[src/rtl/keypad_pkg.sv]
// Shared definitions for the 4x4 keypad scanner: FSM state encoding and key code table.
package keypad_pkg;

  // Scanner FSM states.
  typedef enum logic [1:0] {
    ST_SCAN     = 2'd0,
    ST_DEBOUNCE = 2'd1,
    ST_HELD     = 2'd2,
    ST_RELEASE  = 2'd3
  } scan_state_e;

  // Key codes indexed by {row, col}; entry 0 is row0/col0, entry 15 is row3/col3.
  // Row0: 1 2 3 A, row1: 4 5 6 B, row2: 7 8 9 C, row3: E 0 F D.
  localparam logic [15:0][3:0] KEY_TABLE = {
    4'hD, 4'hF, 4'h0, 4'hE,
    4'hC, 4'h9, 4'h8, 4'h7,
    4'hB, 4'h6, 4'h5, 4'h4,
    4'hA, 4'h3, 4'h2, 4'h1
  };

  // Look up the code of the key at the given row and column.
  function automatic logic [3:0] key_code(input logic [1:0] row, input logic [1:0] col);
    return KEY_TABLE[{row, col}];
  endfunction

endpackage

[src/rtl/keypad_decode.sv]
// Combinational row/column to key code lookup; the lowest active (low) row wins.
module keypad_decode
  import keypad_pkg::*;
(
  input  logic [3:0] row_n_i,
  input  logic [1:0] col_i,
  output logic [3:0] code_o
);

  logic [1:0] row_idx;

  // Pick the lowest-index low row by scanning from the top down, then look up the code.
  always_comb begin
    row_idx = 2'd0;
    for (int r = 3; r >= 0; r--) begin
      if (!row_n_i[r]) begin
        row_idx = 2'(r);
      end
    end
    code_o = key_code(row_idx, col_i);
  end

endmodule

[src/rtl/keypad_scanner.sv]
// 4x4 matrix keypad scanner with row synchronizer, scan-tick timing, press/release
// debounce FSM and a single-entry output register with overflow flag.
module keypad_scanner
  import keypad_pkg::*;
#(
  parameter int BOARD_CLOCK_FREQUENCY_IN_HZ = 100_000_000,
  parameter int SCAN_RATE_IN_HERTZ          = 1000,
  parameter int DEBOUNCE_SCANS              = 4
) (
  input  logic       clk,
  input  logic       rst,
  input  logic [3:0] io_row,
  output logic [3:0] io_col,
  output logic [3:0] key,
  output logic       key_valid,
  input  logic       key_ack,
  output logic       overflow
);

  localparam int CYCLES_PER_SCAN = BOARD_CLOCK_FREQUENCY_IN_HZ / SCAN_RATE_IN_HERTZ;
  localparam int TICK_W = (CYCLES_PER_SCAN > 1) ? $clog2(CYCLES_PER_SCAN) : 1;
  localparam int DB_W = $clog2(DEBOUNCE_SCANS + 1);
  localparam logic [TICK_W-1:0] TICK_LAST = TICK_W'(CYCLES_PER_SCAN - 1);
  localparam logic [DB_W-1:0] DB_TARGET = DB_W'(DEBOUNCE_SCANS);

  logic [3:0]        row_meta_q;
  logic [3:0]        row_sync_q;
  logic [TICK_W-1:0] tick_cnt_q, tick_cnt_d;
  logic              scan_tick;
  scan_state_e       state_q, state_d;
  logic [1:0]        col_q, col_d;
  logic [3:0]        pattern_q, pattern_d;
  logic [DB_W-1:0]   db_cnt_q, db_cnt_d;
  logic [DB_W-1:0]   db_cnt_inc;
  logic              rows_idle;
  logic              accept;
  logic [3:0]        decoded_code;
  logic [3:0]        key_q, key_d;
  logic              key_valid_q, key_valid_d;
  logic              overflow_q, overflow_d;

  // Two-flop synchronizer for the asynchronous rows; idles high like the pulled-up lines.
  always_ff @(posedge clk or negedge rst) begin
    if (!rst) begin
      row_meta_q <= 4'hF;
      row_sync_q <= 4'hF;
    end else begin
      row_meta_q <= io_row;
      row_sync_q <= row_meta_q;
    end
  end

  assign scan_tick  = (tick_cnt_q == TICK_LAST);
  assign rows_idle  = &row_sync_q;
  assign db_cnt_inc = db_cnt_q + DB_W'(1);

  // Free-running scan-rate counter; the tick is the cycle where it sits at its last value.
  always_comb begin
    tick_cnt_d = scan_tick ? '0 : tick_cnt_q + TICK_W'(1);
  end

  // Scan-rate counter register.
  always_ff @(posedge clk or negedge rst) begin
    if (!rst) begin
      tick_cnt_q <= '0;
    end else begin
      tick_cnt_q <= tick_cnt_d;
    end
  end

  // FSM and column/pattern/debounce state register.
  always_ff @(posedge clk or negedge rst) begin
    if (!rst) begin
      state_q   <= ST_SCAN;
      col_q     <= 2'd0;
      pattern_q <= 4'hF;
      db_cnt_q  <= '0;
    end else begin
      state_q   <= state_d;
      col_q     <= col_d;
      pattern_q <= pattern_d;
      db_cnt_q  <= db_cnt_d;
    end
  end

  // Next-state logic: everything moves only on scan ticks; the column stays frozen from detection until release completes.
  always_comb begin
    state_d   = state_q;
    col_d     = col_q;
    pattern_d = pattern_q;
    db_cnt_d  = db_cnt_q;
    accept    = 1'b0;
    if (scan_tick) begin
      case (state_q)
        ST_SCAN: begin
          if (!rows_idle) begin
            pattern_d = row_sync_q;
            db_cnt_d  = '0;
            state_d   = ST_DEBOUNCE;
          end else begin
            col_d = col_q + 2'd1;
          end
        end
        ST_DEBOUNCE: begin
          if (row_sync_q == pattern_q) begin
            if (db_cnt_inc == DB_TARGET) begin
              accept   = 1'b1;
              db_cnt_d = '0;
              state_d  = ST_HELD;
            end else begin
              db_cnt_d = db_cnt_inc;
            end
          end else begin
            state_d = ST_SCAN;
          end
        end
        ST_HELD: begin
          if (rows_idle) begin
            db_cnt_d = '0;
            state_d  = ST_RELEASE;
          end
        end
        ST_RELEASE: begin
          if (rows_idle) begin
            if (db_cnt_inc == DB_TARGET) begin
              db_cnt_d = '0;
              col_d    = col_q + 2'd1;
              state_d  = ST_SCAN;
            end else begin
              db_cnt_d = db_cnt_inc;
            end
          end else begin
            state_d = ST_HELD;
          end
        end
        default: state_d = ST_SCAN;
      endcase
    end
  end

  keypad_decode u_decode (
    .row_n_i (pattern_q),
    .col_i   (col_q),
    .code_o  (decoded_code)
  );

  // Output register update: ack frees the slot, and an accept in the same cycle may reuse it.
  always_comb begin
    key_d       = key_q;
    key_valid_d = key_valid_q;
    overflow_d  = overflow_q;
    if (key_ack && key_valid_q) begin
      key_valid_d = 1'b0;
      overflow_d  = 1'b0;
    end
    if (accept) begin
      if (!key_valid_q || key_ack) begin
        key_d       = decoded_code;
        key_valid_d = 1'b1;
      end else begin
        overflow_d = 1'b1;
      end
    end
  end

  // Output registers.
  always_ff @(posedge clk or negedge rst) begin
    if (!rst) begin
      key_q       <= 4'h0;
      key_valid_q <= 1'b0;
      overflow_q  <= 1'b0;
    end else begin
      key_q       <= key_d;
      key_valid_q <= key_valid_d;
      overflow_q  <= overflow_d;
    end
  end

  assign io_col    = ~(4'b0001 << col_q);
  assign key       = key_q;
  assign key_valid = key_valid_q;
  assign overflow  = overflow_q;

endmodule

[config.mk]
export PLATFORM = sky130hd
export DESIGN_NAME = keypad_scanner
export DESIGN_NICKNAME = d
export VERILOG_FILES = /design/src/rtl/keypad_pkg.sv /design/src/rtl/keypad_decode.sv /design/src/rtl/keypad_scanner.sv
export SDC_FILE = /design/constraint.sdc
export NUM_CORES = 1
export LEC_CHECK = 0
export ABC_AREA = 1
export ABC_CLOCK_PERIOD_IN_PS = 3400
export BUFFER_PORTS_ARGS = -buffer_cell sky130_fd_sc_hd__buf_2
export CAP_MARGIN = 15
export CORE_ASPECT_RATIO = 0.75
export CORE_MARGIN = 5
export CORE_UTILIZATION = 50
export CTS_BUF_LIST = sky130_fd_sc_hd__clkbuf_4 sky130_fd_sc_hd__clkbuf_8
export CTS_CLUSTER_SIZE = 24
export DETAILED_ROUTE_END_ITERATION = 10
export PLACE_DENSITY = 0.68
export SLEW_MARGIN = 5
export SYNTH_ARGS = -nofsm -noshare
export SYNTH_HDL_FRONTEND = slang
export SYNTH_SLANG_ARGS = --single-unit
[constraint.sdc]
create_clock -name clk -period 3.4 [get_ports clk]
set_clock_uncertainty 0.1 [all_clocks]
set_input_delay 0.17 -clock clk [delete_from_list [all_inputs] [get_ports clk]]
set_output_delay 0.17 -clock clk [all_outputs]
set_load 0.01 [all_outputs]
Yosys cells after proc, flatten, opt, wreduce, memory -nomap -nowiden
Memory sizes are Yosys's and may differ from the RTL's. A register that Yosys moved wholly into a read port is not among the register bits.
Index checks and enable logic that the tools add are counted.
- reductions and logical operators: 12
- shift-type cells: 1
- $add $sub $neg: 3
- bitwise operators: 2
- eq/ne operators: 14
- muxes and demuxes: 32
- operator list (operator ; number):
    two-way mux 2 bit ; 13
    adder 17 x 1 -> 17 bit (second input constant) ; 1
    equality test 17 bit (second input constant) ; 1
    two-way mux 17 bit ; 1
    two-way mux 3 bit ; 5
    AND reduction 5 bit ; 3
    inequality test 2 bit (second input constant) ; 6
    one-hot mux 3 bit (4 select lines) ; 1
    two-way mux 1 bit ; 10
    one-hot mux 2 bit (4 select lines) ; 1
    inequality test 3 bit (second input constant) ; 2
    equality test 2 bit (second input constant) ; 2
    equality test 4 bit ; 1
    inverter 4 bit ; 1
    one-hot mux 2 bit (2 select lines) ; 1
    AND reduction 4 bit ; 1
    << shifter 1 x 2 -> 4 bit (first input constant) ; 1
    adder 3 x 1 -> 3 bit (second input constant) ; 1
    equality test 3 bit (second input constant) ; 1
    AND reduction 3 bit ; 1
    adder 2 x 1 -> 2 bit (second input constant) ; 1
    equality test 2 x 1 -> 1 bit (second input constant) ; 1
    logical NOT 1 bit ; 2
    logical NOT 2 bit ; 1
    other kinds (5) ; 5
- logic and storage cells: 74
- input bits: 7
- bits in read-only memories: 64
- register bits after elaboration: 38
- output and inout port bits: 10
- memories kept: 1
- memory list (memory ; words ; bits a word ; rd ports ; clocked after Yosys merged registers in ; write ports ; line ; RTL):
    (no name shown) ; 16 ; 4 ; 1 ; 1 ; 0 ; keypad_pkg.sv:23 ; return KEY_TABLE[{row, col}];

Longest topological paths before layout
- depth in word-level cells: 7
- mapped depth: 11

By module
A second synthesis with hierarchy kept.
- cells, all modules: 316
- area, all modules: 2474.9 µm²
- by module, submodules not included (module ; area an instance (µm²) ; seq. area each (µm²) ; instances ; cells an instance):
    keypad_scanner ; 2255.9 ; 1066.0 ; 1 ; 273
    keypad_decode ; 219.0 ; 0.0 ; 1 ; 43

Worst setup path after synthesis
OpenSTA, ideal clock, no wires.
- path kind: register -> register
- from: register db_cnt_q[0]
- to: register key_q[2] (netlist: key[2])
- period minus slack after synthesis: 1.561 ns
- stages on the path, launching flop included: 10
- setup slack: 1.839 ns
- path buffers: 0
- data arrival time: 1.343 ns
- setup time: 0.118 ns
- path through: dfrtp_1 > ha_1 > nand2_1 > nand3_1 > inv_1 > nand4_1 > nor2_2 > nand2_1 > nand2_1 > nand2_1
- longest elaborated chain between the ends: 7
- ends and longest elaborated chain (item ; line ; RTL):
    start: declaration ; keypad_scanner.sv:33 ; logic [DB_W-1:0] db_cnt_q, db_cnt_d;
    start signal: assignment ; keypad_scanner.sv:82 ; db_cnt_q <= db_cnt_d;
    adder 3 x 1 -> 3 bit ; keypad_scanner.sv:55 ; assign db_cnt_inc = db_cnt_q + DB_W'(1);
    equality test 3 bit ; keypad_scanner.sv:106 ; if (db_cnt_inc == DB_TARGET) begin
    two-way mux 1 bit ; keypad_scanner.sv:106 ;
    two-way mux 1 bit ; keypad_scanner.sv:105 ; if (row_sync_q == pattern_q) begin
    two-way mux 1 bit ; keypad_scanner.sv:94 ; case (state_q)
    two-way mux 1 bit ; keypad_scanner.sv:93 ; if (scan_tick) begin
    AND reduction 2 bit (no line) ; - ;
    end: declaration ; keypad_scanner.sv:38 ; logic [3:0] key_q, key_d;
No other way between the ends.
A chain may end at the register's enable or synchronous reset.

Worst setup path after layout
- from: register tick_cnt_q[0]
- to: register key_q[2] (netlist: key[2])
- longest elaborated chain between the ends: 3
- ends and longest elaborated chain (item ; line ; RTL):
    start: declaration ; keypad_scanner.sv:28 ; logic [TICK_W-1:0] tick_cnt_q, tick_cnt_d;
    start signal: assignment ; keypad_scanner.sv:67 ; tick_cnt_q <= tick_cnt_d;
    equality test 17 bit ; keypad_scanner.sv:53 ; assign scan_tick = (tick_cnt_q == TICK_LAST);
    two-way mux 1 bit ; keypad_scanner.sv:93 ;
    AND reduction 2 bit (no line) ; - ;
No other way between the ends.

==> results.yml <==
status:
  outcome: "finished, final reports clean"
routing:
  dr.pass1.iters: 5
  wl_per_cell_microns: 11.4
  viasPerCell: 4.93
  vias: 1870
  drcViolationCount: 0
  wl_microns: 4330
  ant_nets: 0
  drt_iter0_markers: 156
finish:
  final_util_pct: 59.3
  drive_gt1_share_pct: 17.1
  area_growth_syn_to_layout_pct: 14.9
  antennaDiodeCount: 0
  nFillCells: 391
  multi_input_area_sq_mm: 0.00104
  ff_latch_area_sq_mm: 0.00107
  layout.nets: 337
critical_path:
  path_max_fanout: 6
  regToRegEndpoint: "key[2]$_DFFE_PN0P_"
  cp.arrival_ns: 1.90
  crit_path_max_incr_delay_ns: 0.38
  rr_worst_depth: 10
  cp_common_cell: "nand2_1"
  rr_startpoint: "tick_cnt_q[0]$_DFF_PN0_"
  cp_slowest_cell: "dfrtp_1"
  path_cells: "ha_1 -> nand2_2 -> inv_2 -> nand2_1 -> nor2_1 -> nand3_1 -> nor2_2 -> nand2_1 -> nand2_1 -> nand2_1"
  cp_num_cells: 10
  r2r_slack_ns: 1.59
  critical_path_class: "register to register"
  cp_data_required_time_ns: 3.49
  start_kind: "register"
  path_delay_family: "simple AND/OR/NAND/NOR gates"
  worstSetupEndpointType: "register"
  path_buf_inv: 1
grt:
  antenna_found_initial: 0
  grt_start_max_net_pins: 43
  grt.total_usage_pct: 16.8
  gr-total-overflow: 0
  grt_pass1_wl_microns: 7800
  grt_pass1_vias: 1675
clocking:
  cts_tree: "done"
  clk_path_buf_depth: 2
  hold_buffers: 5
  numCtsBuffers: 5
  post_cts_resized: 0
  cts_root_buffer: "clkbuf_8"
  cts_max_level: 2
  clkLatencyLatePin_ns: 0.30
  path_clk_slew_ns: 0.08
  clkSinkCount: 42
  post_cts_buffers: 0
synth:
  synthDistinctLibCells: 24
  syn_nets: 309
  synth-async-reset-ratio_pct: 100
  ys_top_cells_by_area: "dfrtp_1 33%, dfstp_2 14%, nand2_1 13%, inv_1 8.1%, nand3_1 5.6%"
  yosys-top-cells-count: "82 x nand2_1, 50 x inv_1, 30 x dfrtp_1, 26 x nand3_1, 21 x nor2_1"
  synth_edf_count: 0
  synth-warning-count: 0
  syn-instance-count: 293
  avgSynthCellArea_sq_um: 7.87
  yosysTopAreaCell: "dfrtp_1"
  ys_seq_area_share_pct: 46.3
  yosysMostFrequentCell: "nand2_1"
  syn-cell-area_sq_mm: 0.00230
  synth_ff_type: "dfrtp_1"
  ys_seq_elements: 42
  synth_top_area_share_pct: 32.6
placed_design:
  dp_hpwl_microns: 3200
  port_buffers: 16
  place_congestion: 0.900
timing:
  setup_viol: 0
  whs_ns: 0.0303
  drv_slew: 0
  finalCritPeriodShare_pct: 53.2
  worst_pin_slew_ns: 0.897
  relSlewSlack_pct: 40.2
  min_period_ns: 1.81
  rsz0062_at_grt: "false"
  final.setup.tns_ns: 0
  fmaxAchievable_mhz: 553
  hold_viol_final: 0
die:
  die_area_sq_mm: 0.00608
  pin_count: 17
  die_y_microns: 68.8
  core_area_sq_mm: 0.00447
  num_rows: 21
  die_w_microns: 88.4
  initial_utilization_pct: 51.6
hold_path:
  hold_path_class: "input port to register"
  hold_start: "key_ack"
  whs_endpoint: "overflow$_DFF_PN0_"
  hold_depth: 4
power:
  power_density_mw_per_mm2: 384
  irDropWorstVdd_uv: 230
  p_leak_nw: 1.41
flow_run:
  max-cap-violations: 0
where the power goes:
part	internal [mW]	leakage [nW]	switching, mW	total, mW
clock network	0.313	0.0714	0.168	0.481
logic	0.00841	0.807	0.0151	0.0235
registers	0.508	0.530	0.00351	0.512
tightest hold or removal path, cell delays in order:
cell and delay (ns):
buf_2 0.09, nand2_1 0.05, nand2_1 0.04, o21ai_1 0.05
layer usage:
layer  vias to the layer above  GRT usage (%)  share of wire [%]
met4                         0           6.60                1.4
met3                         7           4.04                5.0
met5                         -              0                  0
met1                       840           25.3                 54
met2                        45           23.0                 40
li1                        978              -                  -
layout make-up:
type                       count  area share (%)
clock buffer                   6            3.12
clock inverter                 2            2.27
inverter                      54            7.65
multi-input combinational    197            39.1
sequential                    42            40.2
tap                           57            2.69
timing repair buffer          21            4.91
worst max path at each step:
stage,from,to,slack (ns)
2_1_floorplan,db_cnt_q[0]$_DFFE_PN0P_,key[2]$_DFFE_PN0P_,1.84
3_3_place_gp,tick_cnt_q[0]$_DFF_PN0_,key[1]$_DFFE_PN0P_,1.62
3_5_place_dp,tick_cnt_q[0]$_DFF_PN0_,key[2]$_DFFE_PN0P_,1.59
4_1_cts,tick_cnt_q[0]$_DFF_PN0_,key[0]$_DFFE_PN0P_,1.59
5_1_grt,tick_cnt_q[0]$_DFF_PN0_,key[2]$_DFFE_PN0P_,1.41
6_report,tick_cnt_q[0]$_DFF_PN0_,key[2]$_DFFE_PN0P_,1.59
through the flow:
step,worst slack (ns),area [sq um],cells,power [mW]
after floorplan,1.84,2300,293,0.526
after global placement,1.62,2460,366,0.541
after detailed placement,1.59,2460,366,0.541
after CTS,1.59,2650,379,1.03
after global routing,1.41,2650,379,1.05
final,1.59,2650,379,1.02
cell families (layout without fill, tap and decap cells):
group                    after synthesis  count (layout)  share of synthesized area [%]
buffers and inverters                 54              83                           8.79
AO/OA/AOI/OAI                         22              22                           4.94
AND/OR/NAND/NOR                      158             158                           32.1
flip-flops                            42              42                           46.3
adder cells (fa/ha/maj)                9               9                           4.89
XOR/XNOR                               8               8                           3.04
cell usage in the layout (no fill, tap or decap), drive strengths merged, types with 4 or more instances in the layout:
cell type    Yosys  routed
ha               9       9
inv             54      54
nor2            27      27
dfstp           12      12
dlygate4sd3      0       5
o21ai           16      16
nand3           29      29
nand4           11      11
nand2           84      84
a21oi            4       4
dfrtp           30      30
clkbuf           0       6
buf              0      16
nor3             6       6
xor2             6       6
flip-flops by register name, indices dropped and copies added (netlist names):
signal	cells
col_q	2
db_cnt_q	3
key	4
key_valid	1
overflow	1
pattern_q	4
row_meta_q	4
row_sync_q	4
state_q	2
tick_cnt_q	17
(Power assumes the default switching activity.)
